===== config.mk =====
export PLATFORM = sky130hd
export DESIGN_NAME = mem_arbiter
export DESIGN_NICKNAME = d
export VERILOG_FILES = /design/src/rtl/common_pkg.sv /design/src/rtl/mem_arb_beat_seq.sv /design/src/rtl/mem_arbiter.sv
export SDC_FILE = /design/constraint.sdc
export NUM_CORES = 1
export LEC_CHECK = 0
export ABC_AREA = 1
export ABC_CLOCK_PERIOD_IN_PS = 2800
export CORE_UTILIZATION = 51
export CTS_BUF_LIST = sky130_fd_sc_hd__clkbuf_16
export DETAILED_ROUTE_END_ITERATION = 10
export PLACE_DENSITY = 0.83
export SETUP_SLACK_MARGIN = 0.02
export SLEW_MARGIN = 20
export SYNTH_ARGS = -nofsm -noshare
export SYNTH_HDL_FRONTEND = slang
export SYNTH_SLANG_ARGS = --single-unit

===== constraint.sdc =====
create_clock -name i_clk -period 2.8 [get_ports i_clk]
set_input_delay 0.42 -clock i_clk [delete_from_list [all_inputs] [get_ports i_clk]]
set_output_delay 0.42 -clock i_clk [all_outputs]
set_load 0.01 [all_outputs]

===== src/rtl/common_pkg.sv =====
// Shared memory-request types, arbiter state encoding and requester indices.
package common;

    typedef enum logic [1:0] {
        MEM_SIZE_BYTE = 2'd0,
        MEM_SIZE_HALF = 2'd1,
        MEM_SIZE_WORD = 2'd2
    } mem_req_size;

    typedef enum logic [1:0] {
        IDLE  = 2'd0,
        BEAT  = 2'd1,
        DRAIN = 2'd2
    } mem_arb_state_e;

    localparam int unsigned MEM_REQ_HOST = 0;
    localparam int unsigned MEM_REQ_CPU  = 1;

    // Request fields captured at the grant cycle.
    typedef struct packed {
        logic        write;
        logic [1:0]  size;
        logic [31:0] addr;
        logic [31:0] data;
    } mem_req_t;

    // Number of byte beats for a size code; code 3 is rejected before use.
    function automatic logic [2:0] beats_of(input logic [1:0] size);
        case (size)
            2'd0:    beats_of = 3'd1;
            2'd1:    beats_of = 3'd2;
            default: beats_of = 3'd4;
        endcase
    endfunction

endpackage


===== src/rtl/mem_arb_beat_seq.sv =====
// Beat sequencer for one latched request: beat counter, byte address,
// write-lane select and little-endian read-data assembly.
module mem_arb_beat_seq
    import common::*;
#(
    parameter int unsigned ADDR_BITS = 14
) (
    input  logic                 clk,
    input  logic                 rst_n,
    input  logic                 load,
    input  mem_req_t             req,
    input  logic                 step,
    input  logic                 capture,
    input  logic [7:0]           mem_rdata,
    output logic [ADDR_BITS-1:0] mem_addr,
    output logic [7:0]           mem_wdata,
    output logic                 write,
    output logic                 last,
    output logic [31:0]          rd_word
);

    mem_req_t    req_q;
    logic [1:0]  cnt_q;
    logic        cap_q;
    logic [1:0]  cap_idx_q;
    logic [31:0] buf_q;

    always_ff @(posedge clk or negedge rst_n) begin
        if (!rst_n) begin
            req_q     <= '0;
            cnt_q     <= 2'd0;
            cap_q     <= 1'b0;
            cap_idx_q <= 2'd0;
            buf_q     <= 32'd0;
        end else begin
            cap_q     <= capture;
            cap_idx_q <= cnt_q;
            if (load) begin
                req_q <= req;
                cnt_q <= 2'd0;
                buf_q <= 32'd0;
            end else begin
                if (step) begin
                    cnt_q <= cnt_q + 2'd1;
                end
                if (cap_q) begin
                    buf_q[{cap_idx_q, 3'b000} +: 8] <= mem_rdata;
                end
            end
        end
    end

    // The byte returned this cycle is folded in so DRAIN can publish the full word.
    always_comb begin
        rd_word = buf_q;
        if (cap_q) begin
            rd_word[{cap_idx_q, 3'b000} +: 8] = mem_rdata;
        end
    end

    assign mem_addr  = ADDR_BITS'(req_q.addr + 32'(cnt_q));
    assign mem_wdata = req_q.data[{cnt_q, 3'b000} +: 8];
    assign write     = req_q.write;
    assign last      = ({1'b0, cnt_q} == (beats_of(req_q.size) - 3'd1));

endmodule


===== src/rtl/mem_arbiter.sv =====
// Two-requester arbiter for the byte-wide device memory (host = req 0, CPU = req 1).
// Define MEM_ARB_ROUND_ROBIN_EN for round-robin arbitration; default is fixed priority.
module mem_arbiter
    import common::*;
#(
    parameter int unsigned ADDR_BITS = 14,
    parameter int unsigned MEM_BYTES = 16384
) (
    input  logic                  i_clk,
    input  logic                  i_rst_n,
    input  logic [1:0]            i_req_valid,
    input  logic [1:0]            i_req_write,
    input  logic [1:0][1:0]       i_req_size,
    input  logic [1:0][31:0]      i_req_addr,
    input  logic [1:0][31:0]      i_req_data,
    output logic [1:0]            o_req_ready,
    output logic [1:0]            o_rsp_valid,
    output logic [31:0]           o_rsp_data,
    output logic                  o_rsp_err,
    output logic                  o_busy,
    output logic                  o_mem_en,
    output logic                  o_mem_we,
    output logic [ADDR_BITS-1:0]  o_mem_addr,
    output logic [7:0]            o_mem_wdata,
    input  logic [7:0]            i_mem_rdata
);

    mem_arb_state_e state_q, state_d;
    logic           accept, pick1, load, err_c, gid_q, last, seq_write;
    logic [1:0]     rsp_valid_d;
    logic           rsp_err_d;
    logic [31:0]    rsp_data_d, rd_word;
    mem_req_t       req_c;

`ifdef MEM_ARB_ROUND_ROBIN_EN
    logic last_q;

    // Last-granted requester loses a tie; reset value lets the host win first.
    always_ff @(posedge i_clk or negedge i_rst_n) begin
        if (!i_rst_n) begin
            last_q <= 1'b1;
        end else if (load) begin
            last_q <= pick1;
        end
    end

    assign pick1 = i_req_valid[1] && (!i_req_valid[0] || !last_q);
`else
    assign pick1 = i_req_valid[1] && !i_req_valid[0];
`endif

    assign accept      = (state_q == IDLE) && (|i_req_valid);
    assign o_req_ready = accept ? (pick1 ? 2'b10 : 2'b01) : 2'b00;

    always_comb begin
        req_c.write = i_req_write[pick1];
        req_c.size  = i_req_size[pick1];
        req_c.addr  = i_req_addr[pick1];
        req_c.data  = i_req_data[pick1];
    end

    // Last byte must land below MEM_BYTES; 33-bit sum so the check cannot wrap.
    assign err_c = (req_c.size == 2'd3) ||
                   (({1'b0, req_c.addr} + 33'(beats_of(req_c.size)) - 33'd1) >= 33'(MEM_BYTES));

    always_comb begin
        state_d     = state_q;
        load        = 1'b0;
        rsp_valid_d = 2'b00;
        rsp_err_d   = 1'b0;
        rsp_data_d  = o_rsp_data;
        case (state_q)
            IDLE: begin
                if (accept) begin
                    load = 1'b1;
                    if (err_c) begin
                        rsp_valid_d = pick1 ? 2'b10 : 2'b01;
                        rsp_err_d   = 1'b1;
                    end else begin
                        state_d = BEAT;
                    end
                end
            end
            BEAT: begin
                if (last) begin
                    if (seq_write) begin
                        state_d     = IDLE;
                        rsp_valid_d = gid_q ? 2'b10 : 2'b01;
                    end else begin
                        state_d = DRAIN;
                    end
                end
            end
            DRAIN: begin
                state_d     = IDLE;
                rsp_valid_d = gid_q ? 2'b10 : 2'b01;
                rsp_data_d  = rd_word;
            end
            default: state_d = IDLE;
        endcase
    end

    always_ff @(posedge i_clk or negedge i_rst_n) begin
        if (!i_rst_n) begin
            state_q     <= IDLE;
            gid_q       <= 1'b0;
            o_rsp_valid <= 2'b00;
            o_rsp_err   <= 1'b0;
            o_rsp_data  <= 32'd0;
        end else begin
            state_q     <= state_d;
            o_rsp_valid <= rsp_valid_d;
            o_rsp_err   <= rsp_err_d;
            o_rsp_data  <= rsp_data_d;
            if (load) begin
                gid_q <= pick1;
            end
        end
    end

    assign o_busy   = (state_q != IDLE);
    assign o_mem_en = (state_q == BEAT);
    assign o_mem_we = (state_q == BEAT) && seq_write;

    mem_arb_beat_seq #(
        .ADDR_BITS (ADDR_BITS)
    ) u_beat_seq (
        .clk       (i_clk),
        .rst_n     (i_rst_n),
        .load      (load),
        .req       (req_c),
        .step      (o_mem_en),
        .capture   (o_mem_en && !o_mem_we),
        .mem_rdata (i_mem_rdata),
        .mem_addr  (o_mem_addr),
        .mem_wdata (o_mem_wdata),
        .write     (seq_write),
        .last      (last),
        .rd_word   (rd_word)
    );

endmodule


# Word-level counts from Yosys, hierarchy flattened
# Index checks and enable logic that the tools add are counted.
[word_totals]
register_bits = 124
in_bits = 146
output_inout_bits = 62
word_cells = 80
[classes]
n_addsub = 6
n_lt_le_gt_ge = 2
eq_ne = 9
n_shift = 3
muxes = 33
reduce_logical = 14
[op_table]
columns = ["cell", "n"]
rows = [
  ["two-way mux 32 bit", 6],
  ["adder 32 x 3 -> 33 bit", 1],
  ["greater-or-equal comparator 33 x 15 -> 1 bit, second input constant", 1],
  ["subtractor 33 x 1 -> 33 bit, second input constant", 1],
  ["bitwise mux 32 bit", 1],
  ["variable shift 8 x 7 -> 32 bit, first input constant", 1],
  ["indexed part select 32 x 6 -> 8 bit", 1],
  ["indexed part select 8 x 7 -> 32 bit", 1],
  ["two-way mux 2 bit", 15],
  ["adder 14 x 2 -> 14 bit", 1],
  ["case mux 3 bit (2 select lines)", 2],
  ["two-way mux 1 bit", 7],
  ["negation 5 -> 7 bit", 1],
  ["== test 2 x 1 -> 1 bit, second input constant", 3],
  ["zero test 2 bit", 3],
  ["case mux 2 bit (3 select lines)", 1],
  ["== test 2 bit, second input constant", 2],
  ["logical AND 1 bit", 4],
  ["!= test 2 bit, second input constant", 2],
  ["case mux 2 bit (2 select lines)", 1],
  ["nonzero test 2 bit", 2],
  ["== test 2 x 3 -> 1 bit", 1],
  ["AND reduction 3 bit", 1],
  ["subtractor 3 x 1 -> 3 bit, second input constant", 1],
  ["6 further kinds", 7],
]

# Logic depth before layout (Yosys ltp)
# Gate-level depths: netlist (run 1).
[depth]
ltp_word = 13
mapped_depth = 26
depth_no_buf = 26

# Cells and area by module
# From an unflattened synthesis (run 1), not the netlist that was laid out.
[unflattened]
cells_unflattened = 1416
hier_area_um2 = 9218.8
[by_module_without_submodules]
columns = ["module", "instances", "cells_per_inst", "area_per_inst_um2", "seq_area_each_um2"]
rows = [
  ["mem_arbiter", 1, 875, 5038.6, 950.9],
  ["mem_arb_beat_seq", 1, 541, 4180.3, 2152.1],
]

# Worst setup path after synthesis (run 1)
# OpenSTA, ideal clock, no wires.
[synth_timing]
kind = "in2reg"
startpoint = "input i_req_valid[1]"
endpoint = "register o_rsp_err"
setup_time_ps = 119
arrival_ps = 3027
required_ps = 2681
slack_ps = -346
cell_stages = 22
path_buffers = 1
cell_sequence = "inv_1 > nor2_4 > clkbuf_1 > mux2i_1 > ha_1 > inv_1 > ha_1 > inv_1 > fa_1 > inv_1 > nand3_1 > nand3_1 > nand3_1 > nand2_1 > nand2_1 > nand3_1 > nand2_1 > nor2_1 > nand3_2 > nor2_4 > nand3_2 > and2_1"
[synth_between]
elab_chain_len = 12
elab_cells_between_ends = 18
cone_classes = "add/sub (2); order compare (1); eq/ne (2); mux (8); reduce/logical (5)"
[synth_rtl]
columns = ["item", "line", "rtl"]
rows = [
  ["start: declaration", "mem_arbiter.sv:11", "input logic [1:0] i_req_valid,"],
  ["logical AND 1 bit", "mem_arbiter.sv:49", "assign pick1 = i_req_valid[1] && !i_req_valid[0];"],
  ["two-way mux 2 bit (implied by the code) (2 in series)", "mem_arbiter.sv:57", "req_c.size = i_req_size[pick1];"],
  ["== test 2 x 1 -> 1 bit / zero test 2 bit (equally long branches)", "common_pkg.sv:29", "case (size)"],
  ["case mux 3 bit (2 select lines)", "common_pkg.sv:29", ""],
  ["adder 32 x 3 -> 33 bit", "mem_arbiter.sv:64", "(({1'b0, req_c.addr} + 33'(beats_of(req_c.size)) - 33'd1) >= 33'(MEM_BYTES));"],
  ["subtractor 33 x 1 -> 33 bit", "mem_arbiter.sv:64", ""],
  ["greater-or-equal comparator 33 x 15 -> 1 bit", "mem_arbiter.sv:64", ""],
  ["logical OR 1 bit", "mem_arbiter.sv:63", "assign err_c = (req_c.size == 2'd3) ||"],
  ["two-way mux 1 bit", "mem_arbiter.sv:76", "if (err_c) begin"],
  ["two-way mux 1 bit (*)", "mem_arbiter.sv:74", "if (accept) begin"],
  ["two-way mux 1 bit (*)", "mem_arbiter.sv:72", "case (state_q)"],
  ["named net rsp_err_d", "mem_arbiter.sv:31", "logic rsp_err_d;"],
  ["end signal: assignment", "mem_arbiter.sv:113", "o_rsp_err <= rsp_err_d;"],
  ["end: declaration", "mem_arbiter.sv:19", "output logic o_rsp_err,"],
]
# Mark *: on every way through the listed nets, which the timed path passes. The rest lies on a longest branch. The select of a mux whose other input is x is not followed.
# A chain may end at the register's enable or synchronous reset.

# Worst setup path in the final report (run 1)
[layout_timing]
startpoint = "input i_req_valid[0]"
endpoint = "register o_rsp_err"
[layout_between]
elab_chain_len = 13
elab_cells_between_ends = 19
cone_classes = "add/sub (2); order compare (1); eq/ne (2); mux (8); reduce/logical (6)"
[layout_rtl]
columns = ["item", "line"]
rows = [
  ["zero test 1 bit", "mem_arbiter.sv:49"],
  ["logical AND 1 bit", "mem_arbiter.sv:49"],
  ["two-way mux 2 bit (implied by the code) (2 in series)", "mem_arbiter.sv:57"],
  ["== test 2 x 1 -> 1 bit / zero test 2 bit (equally long branches)", "common_pkg.sv:29"],
  ["case mux 3 bit (2 select lines)", "common_pkg.sv:29"],
  ["adder 32 x 3 -> 33 bit", "mem_arbiter.sv:64"],
  ["subtractor 33 x 1 -> 33 bit", "mem_arbiter.sv:64"],
  ["greater-or-equal comparator 33 x 15 -> 1 bit", "mem_arbiter.sv:64"],
  ["logical OR 1 bit", "mem_arbiter.sv:63"],
  ["two-way mux 1 bit", "mem_arbiter.sv:76"],
  ["two-way mux 1 bit (*)", "mem_arbiter.sv:74"],
  ["two-way mux 1 bit (*)", "mem_arbiter.sv:72"],
  ["named net rsp_err_d", "mem_arbiter.sv:31"],
]
# Marked as above.

==> impl_metrics.yaml, run 1 <==
place:
  dp_hpwl_um: 19300
  placed_cell_area_um2: 11400
  gp_congestion: 0.914
  place_ws_ps: -1110
  portBuffers: 207
die:
  die_y_um: 131
  rows: 46
  die_w_um: 131
  num_io_pins: 208
  core_um2: 16100
  die_area_um2: 17200
  start_util_pct: 52.9
timing:
  worstMarginPinSlew_ps: 611
  min_period_ps: 2970
  setup_viol: 6
  fmax_mhz: 337
  rsz0062_at_grt: "true"
  fin_ws_ps: -168
  hold_viol_final: 0
  slew_viol_final: 0
  min_period_over_period_pct: 106
  whs_ps: 407
  slew_headroom_pct: 59.3
  finalClockSkew_ps: 10.3
global_route:
  grt_pass1_wl_um: 41300
  grt_pass1_vias: 8862
  overflow: 0
  grt_antenna_before_repair: 0
  grt_usage_pct: 31.3
  grt_max_degree: 77
outcome:
  outcome: "finished, violations left"
  failed_checks: "setup timing"
power:
  peakVddDrop_mv: 0.464
  switching_power_mw: 1.87
  clkPwrFrac_pct: 35.1
  swShare_pct: 32.9
  seqPwrFrac_pct: 34.0
  power_frac_comb_pct: 30.9
  fin_total_pwr_mw: 5.68
  p_leak_nw: 6.20
  power_density_nw_per_um2: 455
  p_int_mw: 3.81
route:
  wl_per_cell_um: 15.5
  drtPass1Iterations: 5
  drt_iter0_markers: 590
  remaining_drc_errors: 0
  avgViaCountPerCell: 5.24
  final_antenna_net_count: 0
  drt_wl_total_um: 27400
  num_vias: 9261
worst_setup_path:
  slowest_delay_ps: 310
  worst_r2r_path_depth: 8
  worstSetupStartpointType: "input port"
  crit_family: "simple AND/OR/NAND/NOR gates"
  crit_buf_inv: 7
  crit_fanout: 14
  worst_ep_arrival_time_ps: 3270
  cp-end-kind: "flop"
  r2r-start: "u_beat_seq.cap_idx_q[0]"
  critPathKind: "input port to flop"
  reg2reg_slack_ps: 720
  cpMostUsedCell: "nand2_1"
  critPathSlowestCell: "ha_1"
  crit_required_ps: 3100
  regToRegEndpoint: "o_rsp_data[30]"
final_layout:
  drive_above_1_share_pct: 19.2
  final_util_pct: 77.8
  n_antenna_cell: 0
  area_delta_synth_final_pct: 47.2
  nets: 1729
  fillers: 1167
  postLayoutCellArea_um2: 12500
synthesis:
  synth_top_area_cell: "dfrtp_1"
  seq_area_frac_synth_pct: 36.5
  ys.flop_type: "dfrtp_1"
  syn-mean-instance-area_um2: 6.80
  synth.net_count: 1438
  async_flop_share_pct: 100
  ys_ff_latch: 124
  yosysMostFrequentCell: "nand2_1"
  synth_warnings: 0
  synth_common_cells: "nand2_1 (397), inv_1 (175), dfrtp_1 (124)"
  synth_cell_types: 41
  syn_area_um2: 8490
  synth_area_leaders: "dfrtp_1 (37%), nand2_1 (18%), inv_1 (7.7%), o21ai_0 (6.7%), ha_1 (6.0%)"
  synth.top_cell.area_share_pct: 36.5
  synth_enable_flop_cells: 0
  netlist_instances: 1249
clock_network:
  cts_buffers: 17
  root_buffer: "clkbuf_16"
  cts_num_sinks: 124
  clk_pin_slew_ps: 60
  clockBufferDepth: 2
  cts_tree: "done"
  clk_latency_ps: 420
  h-tree-depth: 4
job:
  max-cap-violations: 0
min_path:
  hp-class: "input port to asynchronous set/reset pin"
==> state kept, by name, summed over array words and instances, names as in the netlist <==
register / flops
gid_q: 1
o_rsp_valid: 2
u_beat_seq.cnt_q: 2
u_beat_seq.buf_q: 32
o_rsp_err: 1
u_beat_seq.cap_idx_q: 2
o_rsp_data: 32
state_q: 2
u_beat_seq.write: 1
u_beat_seq.req_q: 48
u_beat_seq.cap_q: 1
==> power by group through the flow <==
| stage | combinational [mW] | clock, mW | sequential, mW |
|---|---|---|---|
| global placement | 1.57 | 0 | 1.95 |
| finish | 1.76 | 1.99 | 1.93 |
| CTS | 1.64 | 2.01 | 1.93 |
| floorplan | 0.880 | 0 | 1.94 |
| detailed placement | 1.59 | 0 | 1.95 |
| global route | 1.94 | 2.09 | 1.94 |
==> what timing repair did <==
action | CTS | global route
endpoints found under the hold margin | 11 | 0
pin swaps | 37 | 25
gates cloned | 1 | 0
setup endpoints to repair | 14 | 16
hold buffers | 1 | 0
resized for setup | 81 | 76
buffers inserted | 7 | 13
==> metal layers <==
layer / wire length, um / global-route usage [%] / vias to the layer above
met5: 0 / 0 / -
met4: 1170 / 13.2 / 0
met3: 1690 / 5.50 / 98
met2: 13800 / 57.7 / 369
met1: 10800 / 35.4 / 4282
li1: - / - / 4512
==> layout by cell type, fill, tap and decap left out, drive strengths merged <==
master	count
o21ai	116
and3	2
o31ai	1
mux2i	4
ha	41
o21a	1
clkbuf	18
nor3	9
fa	2
nand4	10
and2	5
clkdlybuf4s15	1
clkdlybuf4s50	190
dlygate4sd3	1
inv	190
a22oi	24
nor2	129
buf	108
a31oi	1
a21oi	36
bufbuf	1
nand3	55
o22ai	8
clkinv	6
xnor2	3
dfrtp	124
o21bai	4
o211ai	1
dlygate4sd2	3
nand3b	2
xor2	11
clkinvlp	5
or2	29
dlymetal6s2s	3
a21o	1
nand2	406
nor3b	2
==> metrics by stage <==
step           instances  TNS, ps
2_1_floorplan       1249     -327
3_3_place_gp        1718    -4050
3_5_place_dp        1718    -4620
4_1_cts             1758     -810
5_1_grt             1769    -1860
6_report            1769     -513
==> cell type report <==
type / instances / area, um^2 / share of cell area [%]
Multi-Input combinational cell: 903 / 4970 / 39.8
Sequential cell: 124 / 3100 / 24.8
Timing Repair Buffer: 308 / 2900 / 23.2
Inverter: 186 / 709 / 5.68
Clock buffer: 17 / 425 / 3.40
Tap cell: 216 / 270 / 2.16
Clock inverter: 15 / 115 / 0.921
==> logic make-up (layout without fill, tap and decap cells) <==
family,count (synthesis),after routing,synth area share (%)
AND/OR/NAND/NOR,649,649,32.7
buffers and inverters,222,526,9.86
AO/OA/AOI/OAI,193,193,12.5
flip-flops,124,124,36.5
adder cells (fa/ha/maj),43,43,6.51
XOR/XNOR,14,14,1.44
multiplexers,4,4,0.472
==> worst max path at each step <==
stage                           end  slack, ps      startpoint  cells past startpoint
after floorplan           o_rsp_err       -130  i_req_valid[1]                     22
after global placement    o_rsp_err       -990  i_req_valid[1]                     21
after detailed placement  o_rsp_err      -1110  i_req_valid[1]                     22
after CTS                 o_rsp_err       -210  i_req_valid[1]                     25
after global routing      o_rsp_err       -350  i_req_valid[0]                     24
final                     o_rsp_err       -170  i_req_valid[0]                     25
No activity file was read; power rests on OpenSTA's default activity.
==> run 2, diff against run 1 <==
--- a/config.mk
+++ b/config.mk
@@ -16,3 +16,4 @@
 export SYNTH_ARGS = -nofsm -noshare
 export SYNTH_HDL_FRONTEND = slang
 export SYNTH_SLANG_ARGS = --single-unit
+export TNS_END_PERCENT = 1
==> run 2 against run 1 <==
  * The run still ends with setup timing left
  * Non-clock buffer count rose by 16
  * Maximum frequency fell by 1.0%
  * Utilization rose by 0.12 points
  * First-iteration DRC count rose by 13%
  * Clock skew fell by 4.5 ps
  * Critical path type unchanged
  * Critical endpoint unchanged
  * Largest power group unchanged
==> impl_metrics.yaml, run 2 (synthesis results as in run 1) <==
final_layout:
  reg.largest.list: "u_beat_seq.req_q: 48 flops, o_rsp_data: 32 flops, u_beat_seq.buf_q: 32 flops"
  fillers: 1149
  stdcell_count: 1785
  nets: 1745
  drive_above_1_share_pct: 19.5
  n_antenna_cell: 0
  largest_register_ffs: 48
  final_util_pct: 77.9
  final_cell_mix: "nand2_1 (381), clkdlybuf4s50_1 (192), inv_1 (169), dfrtp_1 (123), buf_4 (108)"
  postLayoutCellArea_um2: 12500
  layout.cells.most_common: "nand2_1"
  largest-register: "u_beat_seq.req_q"
  area_delta_synth_final_pct: 47.4
place:
  portBuffers: 207
  dp.cells: 1739
  place_ws_ps: -977
  dp_hpwl_um: 19400
  gp_congestion: 0.888
  placed_cell_area_um2: 11500
worst_setup_path:
  r2r-start: "state_q[1]"
  worst_ep_arrival_time_ps: 3310
  cp-end-kind: "flop"
  regToRegEndpoint: "u_beat_seq.req_q[64]"
  reg2reg_slack_ps: 680
  crit_required_ps: 3110
  critPathKind: "input port to flop"
  crit_fanout: 7
  worst_r2r_path_depth: 7
  cp-startpoint: "i_req_valid[0]"
  worstSetupStartpointType: "input port"
  critPathCapture: "o_rsp_err"
timing:
  setup_viol: 8
  slew_headroom_pct: 54.7
  min_period_over_period_pct: 107
  whs_ps: 45.7
  worstMarginPinSlew_ps: 680
  fmax_mhz: 333
  finalClockSkew_ps: 5.89
  rsz0062_at_grt: "true"
  hold_viol_final: 0
  tns_ps: -975
  min_period_ps: 3000
  fin_ws_ps: -199
  slew_viol_final: 0
die:
  die_w_um: 131
  die_y_um: 131
  core_um2: 16100
  start_util_pct: 52.9
  rows: 46
  num_io_pins: 208
  die_area_um2: 17200
route:
  drt_iter0_markers: 669
  wl_per_cell_um: 15.3
  remaining_drc_errors: 0
  drt_wl_total_um: 27200
  avgViaCountPerCell: 5.25
  drtPass1Iterations: 6
  final_antenna_net_count: 0
  dr_wl_met3_um: 1700
  met1_length_um: 10800
  top_layer: "met4"
  num_vias: 9374
  met2_length_um: 13900
global_route:
  grt_max_degree: 66
  grt_antenna_before_repair: 0
  grt_pass1_wl_um: 40500
  overflow: 0
  grt_usage_pct: 30.5
  grt_pass1_vias: 8717
clock_network:
  clk_latency_ps: 420
  cts_num_sinks: 124
  clk_pin_slew_ps: 60
  clockBufferDepth: 2
  cts_buffers: 17
  cts_tree: "done"
  root_buffer: "clkbuf_16"
  h-tree-depth: 4
job:
  max-cap-violations: 0
outcome:
  failed_checks: "setup timing"
  outcome: "finished, violations left"
min_path:
  hp-class: "input port to asynchronous set/reset pin"
power:
  p_leak_nw: 6.26
  fin_total_pwr_mw: 5.72
  peakVddDrop_mv: 0.458
  power_density_nw_per_um2: 457
==> run 2: layout make-up <==
class	instances	area (um^2)	share of cell area [%]
Multi-Input combinational cell	903	4880	39.0
Sequential cell	124	3100	24.8
Timing Repair Buffer	324	3020	24.1
Inverter	186	702	5.61
Clock buffer	17	425	3.40
Tap cell	216	270	2.16
Clock inverter	15	118	0.940
==> run 2: worst min path at each step <==
stage,to,slack [ps],cells after the start
detailed placement,u_beat_seq.cap_q,440,1
floorplan,gid_q,120,0
finish,u_beat_seq.buf_q[19],50,1
CTS,u_beat_seq.buf_q[19],60,1
global placement,u_beat_seq.req_q[20],460,2
global route,u_beat_seq.buf_q[19],100,1
==> run 2: repair_timing <==
action | in CTS | in global routing
gates cloned | 0 | 2
setup buffers | 4 | 8
resized for setup | 56 | 86
setup endpoints to repair | 14 | 22
hold buffers | 0 | 0
hold endpoints to repair | 0 | 0
pin swaps | 18 | 25
==> run 2: per-layer routing <==
metal | GRT usage [%] | up-vias
li1 | - | 4542
met1 | 35.0 | 4408
met2 | 56.3 | 355
met3 | 5.33 | 69
met4 | 11.3 | 0
met5 | 0 | -
==> run 2: worst max-delay path: stages <==
cell	delay, ps
buf_6	100
nor2_4	260
inv_2	120
o21a_1	220
inv_2	90
nand2_1	60
ha_1	270
inv_1	70
ha_2	190
inv_2	40
fa_2	320
inv_2	70
nand3_2	70
nand3_2	90
nand2_1	80
nand3_2	70
nand2_2	70
nand3_2	80
nand2_2	70
nor2_4	110
nand2_1	60
nor2_2	110
nand3_2	120
and2_4	150
==> run 2: power breakdown <==
group          leakage (nW)  internal (mW)  switching (mW)  total (mW)
clock network         0.258           1.14           0.867        2.01
logic                  4.54          0.816           0.968        1.78
registers              1.45           1.87          0.0557        1.93
total                  6.26           3.83            1.89        5.72
==> run 3, diff against run 2 <==
--- a/config.mk
+++ b/config.mk
@@ -7,10 +7,13 @@
 export LEC_CHECK = 0
 export ABC_AREA = 1
 export ABC_CLOCK_PERIOD_IN_PS = 2800
-export CORE_UTILIZATION = 51
+export CAP_MARGIN = 25
+export CORE_MARGIN = 1
+export CORE_UTILIZATION = 55
 export CTS_BUF_LIST = sky130_fd_sc_hd__clkbuf_16
 export DETAILED_ROUTE_END_ITERATION = 10
-export PLACE_DENSITY = 0.83
+export DONT_BUFFER_PORTS = 1
+export PLACE_DENSITY = 0.71
 export SETUP_SLACK_MARGIN = 0.02
 export SLEW_MARGIN = 20
 export SYNTH_ARGS = -nofsm -noshare
==> run 3 against run 2 <==
  * The flow finishes with violations (hold timing, setup timing)
  * Worst setup slack improved by 170 ps
  * Hold slack got worse by 350 ps
  * Clock skew rose by 1.9 ps
  * Cell count fell by 15%
  * Via count fell by 15%
  * Utilization fell by 12 points
  * Power fell by 8.1%
  * Critical path depth did not move
  * Die area fell by 7.2%
  * Sequential share of layout area rose by 6.4 points
  * Largest cell class unchanged
==> impl_metrics.yaml, run 3 (synthesis results as in run 1) <==
place:
  portBuffers: 0
  placed_cell_area_um2: 9240
  gp_congestion: 0.953
  dp_hpwl_um: 16700
  dp.cells: 1481
final_layout:
  reg.largest.list: "u_beat_seq.req_q: 48 flops, o_rsp_data: 32 flops, u_beat_seq.buf_q: 32 flops"
  final_cell_mix: "nand2_1 (395), inv_1 (173), dfrtp_1 (123), nor2_1 (107), o21ai_0 (96)"
  stdcell_count: 1519
  largest-register: "u_beat_seq.req_q"
  n_antenna_cell: 0
  area_delta_synth_final_pct: 17.1
  nets: 1509
  layout.cells.most_common: "nand2_1"
  postLayoutCellArea_um2: 9940
  largest_register_ffs: 48
  drive_above_1_share_pct: 15.8
clock_network:
  clk_latency_ps: 410
  clk_pin_slew_ps: 50
  clockBufferDepth: 2
  cts_buffers: 17
  root_buffer: "clkbuf_16"
  cts_tree: "done"
  h-tree-depth: 4
  cts_num_sinks: 124
worst_setup_path:
  worst_ep_arrival_time_ps: 3140
  worstSetupStartpointType: "input port"
  critPathSlowestCell: "fa_2"
  cpMostUsedCell: "nand2_1"
  crit_required_ps: 3100
  cp-end-kind: "flop"
  reg2reg_slack_ps: 800
  crit_path_cell_trace: "inv_2, nor2_4, inv_1, o21a_1, inv_2, nand2_1, ha_1, inv_1, ha_2, inv_2, fa_2, inv_2, nand3_1, nand3_2, nand3_1, nand2_1, nand2_1, nand4_1, nand2_1, nor2_1, nand2_1, nor2_4, nand3_2, and2_1"
  crit_family: "simple AND/OR/NAND/NOR gates"
  crit_fanout: 4
  critPathKind: "input port to flop"
  slowest_delay_ps: 320
  crit_buf_inv: 6
route:
  avgViaCountPerCell: 5.26
  wl_per_cell_um: 14.5
  final_antenna_net_count: 0
  remaining_drc_errors: 0
  drtPass1Iterations: 7
  drt_wl_total_um: 22000
  drt_iter0_markers: 439
  num_vias: 7985
timing:
  worstMarginPinSlew_ps: 864
  slew_headroom_pct: 42.2
  min_period_ps: 2830
  fin_ws_ps: -32.5
  setup_viol: 4
  min_period_over_period_pct: 101
  slew_viol_final: 0
  rsz0062_at_grt: "true"
  finalClockSkew_ps: 7.74
  whs_ps: -302
  fmax_mhz: 353
  hold_viol_final: 124
die:
  rows: 45
  start_util_pct: 56.1
  num_io_pins: 208
  core_um2: 15100
  die_y_um: 126
  die_area_um2: 15900
  die_w_um: 126
min_path:
  hp-class: "input port to asynchronous set/reset pin"
global_route:
  overflow: 0
  grt_pass1_wl_um: 35500
  grt_usage_pct: 28.1
  grt_pass1_vias: 7517
  grt_max_degree: 125
  grt_antenna_before_repair: 0
outcome:
  outcome: "finished, violations left"
  failed_checks: "hold timing, setup timing"
job:
  max-cap-violations: 0
power:
  power_density_nw_per_um2: 529
  p_leak_nw: 5.22
  peakVddDrop_mv: 0.474
==> run 3: metrics by stage <==
stage	setup slack [ps]	power [mW]	setup TNS [ps]	util, %
detailed placement	-454	3.24	-1740	61.0
finish	-32.5	5.26	-79.5	65.6
global placement	-479	3.23	-1840	61.0
global route	-250	5.54	-995	65.6
floorplan	-170	2.82	-493	-
CTS	-52.0	5.26	-59.9	65.2
==> run 3: final cells by class <==
cell class | count | area, um^2
timing repair buffer | 88 | 686
inverter | 186 | 698
sequential | 124 | 3100
clock buffer | 17 | 425
multi-input combinational | 903 | 4680
clock inverter | 13 | 113
fill | 1346 | 5200
tap | 188 | 235
==> run 3: what timing repair did <==
item / 4_1_cts / 5_1_grt
hold endpoints to repair: 124 / 124
pin swaps: 11 / 8
setup endpoints to repair: 9 / 10
setup buffers: 8 / 0
gates resized for setup: 11 / 30
==> run 3: worst paths after layout <==
check | startpoint | cells after the start | to
worst max register to register | state_q[1] | 7 | state_q[0]
worst min-delay path | i_rst_n | 0 | u_beat_seq.req_q[12]
worst min register to register | u_beat_seq.req_q[10] | 2 | u_beat_seq.req_q[10]
max in group asynchronous | i_rst_n | 0 | o_rsp_data[2]
worst max-delay path | i_req_valid[1] | 24 | o_rsp_err
min in group i_clk | i_req_data[19] | 2 | u_beat_seq.req_q[19]
==> run 3: routing by layer <==
layer	global-route usage, %	vias to the layer above	part of all wire [%]
li1	-	4072	-
met1	34.7	3654	43
met2	48.5	207	50
met3	5.06	52	3.9
met4	11.5	0	3.2
met5	0	-	0
==> run 3: power by group <==
part / internal, mW / switching [mW]
clock: 1.27 / 0.747
combinational: 0.513 / 0.795
sequential: 1.87 / 0.0584
total: 3.66 / 1.60
==> RTL edit (config.mk and constraints of run 3) <==
Register the output `o_rsp_err` once more, with the module's reset; this adds one clock of latency there. The other outputs are not delayed to match.
--- a/src/rtl/mem_arbiter.sv
+++ b/src/rtl/mem_arbiter.sv
@@ -24,6 +24,8 @@
     output logic [7:0]            o_mem_wdata,
     input  logic [7:0]            i_mem_rdata
 );
+
+    logic o_rsp_err_s0;
 
     mem_arb_state_e state_q, state_d;
     logic           accept, pick1, load, err_c, gid_q, last, seq_write;
@@ -105,12 +107,12 @@
             state_q     <= IDLE;
             gid_q       <= 1'b0;
             o_rsp_valid <= 2'b00;
-            o_rsp_err   <= 1'b0;
+            o_rsp_err_s0 <= 1'b0;
             o_rsp_data  <= 32'd0;
         end else begin
             state_q     <= state_d;
             o_rsp_valid <= rsp_valid_d;
-            o_rsp_err   <= rsp_err_d;
+            o_rsp_err_s0 <= rsp_err_d;
             o_rsp_data  <= rsp_data_d;
             if (load) begin
                 gid_q <= pick1;
@@ -139,5 +141,13 @@
         .rd_word   (rd_word)
     );
 
+    always_ff @(posedge i_clk or negedge i_rst_n) begin
+        if (!i_rst_n) begin
+            o_rsp_err <= '0;
+        end else begin
+            o_rsp_err <= o_rsp_err_s0;
+        end
+    end
+
 endmodule
 
Formal check against the unedited RTL: not equivalent (a bounded check fails within 4 cycles, from zero or initial values and one cycle with i_rst_n low).
==> RTL edit against run 3 <==
  * The flow still finishes with violations (hold timing, setup timing)
  * Routed wire length shrank 0.92%
  * Cell area up 0.31%
  * Hold slack improved by 1.2 ps
  * Sequential cell count increased by 1
  * Global-route usage is 0.43 points lower
  * Non-clock buffer count fell by 3
  * Area after synthesis rose by 0.29%
  * Critical path depth is the same
  * Clock skew up 5.3 ps
  * Setup slack got worse by 4.0 ps
  * Clock power up 9%
  * Maximum frequency shrank 0.14%
  * Register-to-register slack better by 150 ps
  * Total power is 3.6% higher
  * Critical path type unchanged
  * Largest cell class unchanged
  * Highest routed layer unchanged
==> RTL edit: results (changes against run 3) <==
run_status: "finished with violations"
failed_checks: "hold timing, setup timing"
detailedRoute.firstPassIterationCount: 5  # -2
globalplace.congestion: 0.906  # -4.9%
grtUsageMet3: 0.0536  # +0.00301
final_hold_viol_count: 125  # +0.81%
worst-endpoint-arrival_ps: 3130  # about the same
track_usage: 0.277  # -0.00427
met2_usage: 0.490  # +0.00487
timing.final.setup_violations: 4  # unchanged
met3_wirelength_um: 941  # +10%
detail_route.wirelength_um: 21700  # -0.92%
grt_start_max_net_pins: 126  # +0.80%
worst_setup_path_endpoint: "o_rsp_err_s0$_DFF_PN0_"
met1_usage: 0.341  # -0.00605
drt_iter0_drc: 464  # +5.7%
synth.yosys.seq_area_share: 0.367  # +0.00186
postLayoutSetupSlackWorst_ps: -36.5  # -4.02 ps
timing.setup.tns_ps: -56.1  # +23.4 ps
final.fill_count: 1390  # +3.3%
post_route_cells_drive_above_1_share: 0.156  # -0.00225
first_global_vias: 7557  # +0.53%
finalNetCount: 1507  # -0.13%
final_worst_hold_slack_ps: -301  # +1.17 ps
synth.net_count: 1439  # +0.070%
synth_common_cells: "397 x nand2_1, 175 x inv_1, 125 x dfrtp_1"
num_vias: 7981  # -0.050%
RTL edit: cell type report:
class	instances	area (µm²)	share of cell area
Tap cell	188	235	0.0236
Sequential cell	125	3130	0.314
Clock inverter	15	171	0.0172
Multi-Input combinational cell	903	4640	0.465
Clock buffer	17	425	0.0427
Timing Repair Buffer	85	676	0.0678
Inverter	186	698	0.0700
RTL edit: stage by stage:
step / instances / power (µW) / worst slack, ps / area (µm²) / hold WS, ps
2_1_floorplan: 1250 / 2830 / -170 / 8530 / 124
3_3_place_gp: 1478 / 3230 / -419 / 9240 / 127
3_5_place_dp: 1478 / 3250 / -454 / 9240 / 127
4_1_cts: 1516 / 5470 / -45.9 / 9910 / -316
5_1_grt: 1519 / 5740 / -241 / 9970 / -322
6_report: 1519 / 5450 / -36.5 / 9970 / -301
RTL edit: timing repair:
item                       CTS  global route
buffers inserted             6             2
hold endpoints to repair   125           125
gates cloned                 0             0
setup endpoints to repair    7            10
pin swaps                   11             5
gates resized for setup      8            14
RTL edit: worst reg2reg max path, stage by stage, from the launching register on:
cell     delay (ps)
dfrtp_1         400
nor2_1          290
o21ai_4         300
nor2_2          160
buf_4           360
a22oi_1         160
o21ai_0         100
RTL edit: cells by family (layout without fill, tap and decap cells):
logic type | count (synthesis) | in the layout | synth area share
AOI/OAI and AO/OA | 193 | 193 | 0.125
adders and majority gates | 43 | 43 | 0.0649
DFF | 125 | 125 | 0.367
xor gates and xnor gates | 14 | 14 | 0.0144
muxes | 4 | 4 | 0.00470
buffers and inverters | 222 | 303 | 0.0983
and+or+nand+nor | 649 | 649 | 0.326
RTL edit: where the power goes:
part	internal (µW)	switching, µW
Clock	1400	815
Combinational	510	781
Sequential	1890	57.1
